$ cat config.mk
export PLATFORM = sky130hd
export DESIGN_NAME = mem_lane_steer
export DESIGN_NICKNAME = d
export VERILOG_FILES = /design/src/rtl/mem_model_pkg.sv /design/src/rtl/mem_lane_steer.sv
export SDC_FILE = /design/constraint.sdc
export NUM_CORES = 1
export LEC_CHECK = 0
export BUFFER_PORTS_ARGS = -buffer_cell sky130_fd_sc_hd__buf_2
export CAP_MARGIN = 15
export CORE_MARGIN = 1.5
export CORE_UTILIZATION = 40
export DETAILED_ROUTE_END_ITERATION = 10
export GPL_ROUTABILITY_DRIVEN = 1
export PLACE_DENSITY = 0.7
export RECOVER_POWER = 100
export SYNTH_ARGS = -nofsm -noshare
export SYNTH_HDL_FRONTEND = slang
export SYNTH_SLANG_ARGS = --single-unit
$ cat constraint.sdc
create_clock -name vclk -period 4
set_clock_uncertainty 0.2 [all_clocks]
set_input_delay 0.4 -clock vclk [all_inputs]
set_output_delay 0.4 -clock vclk [all_outputs]
set_load 0.005 [all_outputs]
$ cat src/rtl/mem_model_pkg.sv
// Shared encodings and defaults for the latency memory model.
package mem_model_pkg;

  localparam logic [1:0] SZ_WORD = 2'b00;
  localparam logic [1:0] SZ_HALF = 2'b01;
  localparam logic [1:0] SZ_BYTE = 2'b10;

  typedef enum logic [1:0] {
    IDLE,
    WAIT,
    ACK
  } state_t;

  localparam logic [31:0] DEF_STDOUT_ADDR = 32'hf000_0000;
  localparam logic [31:0] DEF_EXIT_ADDR   = 32'hff00_0000;

endpackage

$ cat src/rtl/mem_lane_steer.sv
// Maps a range-relative byte offset and access size to per-lane byte indices.
// Lane i carries data[8*i+7:8*i]; the range check uses 33-bit arithmetic so
// accesses running past the top of the 32-bit space never wrap into range.
module mem_lane_steer
  import mem_model_pkg::*;
#(
  parameter int unsigned DEPTH_BYTES = 65536,
  parameter int unsigned AW          = $clog2(DEPTH_BYTES)
) (
  input  logic [1:0]          size,
  input  logic [31:0]         offset,
  output logic [3:0][AW-1:0]  lane_idx,
  output logic [3:0]          lane_en,
  output logic                in_range
);

  localparam logic [32:0] DEPTH_X = 33'(DEPTH_BYTES);

  logic [31:0] half_base;
  logic [31:0] byte_base;

  // Lane steering and range check; byte mapping is the default (covers SIZE=11).
  always_comb begin
    half_base = {offset[31:2], 2'b10} - {30'b0, offset[1:0]};
    byte_base = {offset[31:2], 2'b11} - {30'b0, offset[1:0]};
    lane_idx    = '0;
    lane_idx[0] = AW'(byte_base);
    lane_en     = 4'b0001;
    in_range    = {1'b0, byte_base} < DEPTH_X;
    case (size)
      SZ_WORD: begin
        for (int unsigned i = 0; i < 4; i++) begin
          lane_idx[i] = AW'(offset + (32'd3 - 32'(i)));
        end
        lane_en  = '1;
        in_range = ({1'b0, offset} + 33'd3) < DEPTH_X;
      end
      SZ_HALF: begin
        lane_idx[1] = AW'(half_base);
        lane_idx[0] = AW'(half_base + 32'd1);
        lane_en     = 4'b0011;
        in_range    = ({1'b0, half_base} + 33'd1) < DEPTH_X;
      end
      default: ;
    endcase
  end

endmodule

==> summary.md <==
| Metric | Value |
|---|---|
| Max frequency | 260 MHz |
| Syn Nets | approximately 570 |
| Area of the mapped netlist | 0.00317 mm^2 |
| CP arrival | 3.25 ns |
| Top post-synthesis cells by area | nor2_1 9.6%, xnor2_1 9.1%, xor2_1 9.1% |
| Initial antenna violation count | 0 |
| Cell taking the most area after synthesis | nor2_1 |
| Largest net degree at the start of global routing | 38 |
| Worst EP required | around 3.4 ns |
| Die Wd | 92.0 um |
| Synth warn | 0 |
| Status | finished, final reports clean |
| Post-layout min period | 3.85 ns |
| Setup CP Type | in2out |
| Post-synthesis sequential area ratio | 0 |
| DR iter-0 viols | 544 |
| Core ar. | 0.00769 mm^2 |
| Initial core utilization | 0.413 |
| Die area | 0.00847 mm^2 |
| CP startpoint kind | primary input |
| Avg Inst Size Synth | approximately 6 um^2 |
| Total Routing Usage GR | 0.259 |
| Worst-Margin Slew | 1.47 ns |
| Synth unique cells | 63 |
| Hold WC Path Type | in2out |
| Crit-path max FO | 5 |
| Post-Layout Inst Area | a little under 0.004 mm^2 |
| Seq cells | 0 |
| DP Area | 0.00393 mm^2 |
| Fillers | 844 |
| Post-synth top area share | 0.0959 |
| Final Setup Violations | 0 |
| Maximum VDD drop | approximately 0.000053 V |
| Diode count | 0 |
| GPL Wtd Cong | 0.964 |
| Sequential standard cell area | 0 um^2 |
| Fraction of layout cells with a size suffix above 1 | 0.225 |
| Crit path to | in_range |
| First-pass GRT wire length | 18400 um |
| Final Hold Violating Endpoints | 0 |
| Layout Area Growth over Synthesis | 24.2% |
| # DRC | 0 |
| Setup TNS | 0 ns |
| Fin nets | 675 |
| Max Slew Vio Count | 0 |
| PortBufs | 102 |
| Post-DP HPWL | 9320 um |
| Vias/cell | 5.96 |
| # rows | 32 |
| Slew HR | 0.0226 |
| Syn Inst Count | 530 |
| Crit. Startpoint | offset[2] |
| Crit share post-route | 0.963 |
| Drt wl/cell | 16.1 um |
| Number of global-route vias before repair | 3675 |
| Final wirelength | 11800 um |
| Grt ovf | 0 |
| PD cells | 78.4 mW/mm^2 |
| Die height | 92.0 um |
| Leak | 1.47 nW |
| # IOs | around 100 |
| Pre-Repair DR Iteration Count | 5 |
| Total number of vias | ~4400 |
| CP Capture Type | output port |
| Clock buf count | 0 |
| Max-cap check violation count | 0 |
| Antenna Violating Nets Remaining | 0 |
## cells by family (layout without fill, tap and decap cells)
group                    count (synthesis)  after routing  synth area share
buffers and inverters                   54            156            0.0722
AND/OR/NAND/NOR                        297            297             0.494
other                                    1              1           0.00118
AO/OA/AOI/OAI                           99             99             0.203
multiplexers                             6              6            0.0201
adder cells (fa/ha/maj)                  7              7            0.0276
XOR/XNOR                                66             66             0.182
## critical path, stage by stage
cell	delay [ns]
buf_2	0.11
inv_1	0.09
ha_1	0.21
nor2b_4	0.20
nand3_2	0.09
or3_1	0.33
a211o_1	0.31
buf_4	0.17
nor4_4	0.36
buf_4	0.19
nand4_1	0.10
xnor2_1	0.16
nand3_1	0.10
o41ai_2	0.28
buf_2	0.16
## synth_stat cells (all sizes together) (3+ instances only)
master	instances
or3	16
a211oi	9
nand4	17
o21a	3
mux2i	3
buf	18
nand2	53
nor2	82
o31a	4
nor2b	4
a31oi	4
or4	5
mux2	3
o22ai	5
clkbuf	26
ha	7
and4	4
a21oi	29
xnor2	33
nor4	21
inv	10
and2	20
or2	4
and3	4
o21ai	22
nand3	20
nand2b	3
o211ai	4
nor3	35
xor2	33
## layer usage
layer,global-route usage,vias up,wire length (um)
li1,-,2106,-
met1,0.390,2000,5290
met2,0.419,247,5350
met3,0.0133,20,1010
met4,0.0192,0,149
met5,0,-,0
## metrics by stage
step	total power (W)	std cells	hold WS, ns	utilization	setup slack, ns
after global placement	0.000301	732	0.931	0.512	0.0836
after global routing	0.000335	734	0.965	0.513	-0.0222
after detailed placement	0.000305	732	0.933	0.512	0.0485
after floorplan	0.000188	530	0.651	-	0.145
after CTS	0.000306	732	0.934	0.512	0.0402
final	0.000309	734	0.935	0.513	0.148
## layout by cell type (no fill, tap or decap), drive strengths merged, types with 21 or more instances in the layout
cell / instances
nand2: 53
clkbuf: 44
o21ai: 22
nor2: 82
a21oi: 29
xor2: 33
buf: 102
nor4: 21
xnor2: 33
nor3: 35
## how the worst min path moves through the flow
stage / start / to / slack (ns) / depth (start not counted)
6_report: offset[10] / lane_idx[58] / 0.93 / 3
5_1_grt: offset[10] / lane_idx[58] / 0.96 / 3
4_1_cts: size[1] / lane_en[1] / 0.93 / 3
3_5_place_dp: size[1] / lane_en[1] / 0.93 / 3
3_3_place_gp: offset[10] / lane_idx[58] / 0.93 / 3
2_1_floorplan: offset[1] / lane_idx[1] / 0.65 / 1
## report_power, final
group	total (W)	internal [W]	switching (W)
sequential	0	0	0
clock	0	0	0
combinational	0.000309	0.000118	0.000191
## layout make-up
| class | instances | area (um^2) | share of cell area |
|---|---|---|---|
| inverter | 10 | 37.5 | 0.00953 |
| multi-input combinational | 476 | 2980 | 0.756 |
| tap | 102 | 128 | 0.0324 |
| timing repair buffer | 146 | 797 | 0.202 |
## timing repair
action | 4_1_cts | 5_1_grt
endpoints found under the setup margin | 0 | 1
hold buffers | 0 | 0
gates resized for setup | 0 | 8
setup buffers | 0 | 2
Power figures use the tool's default switching activity.
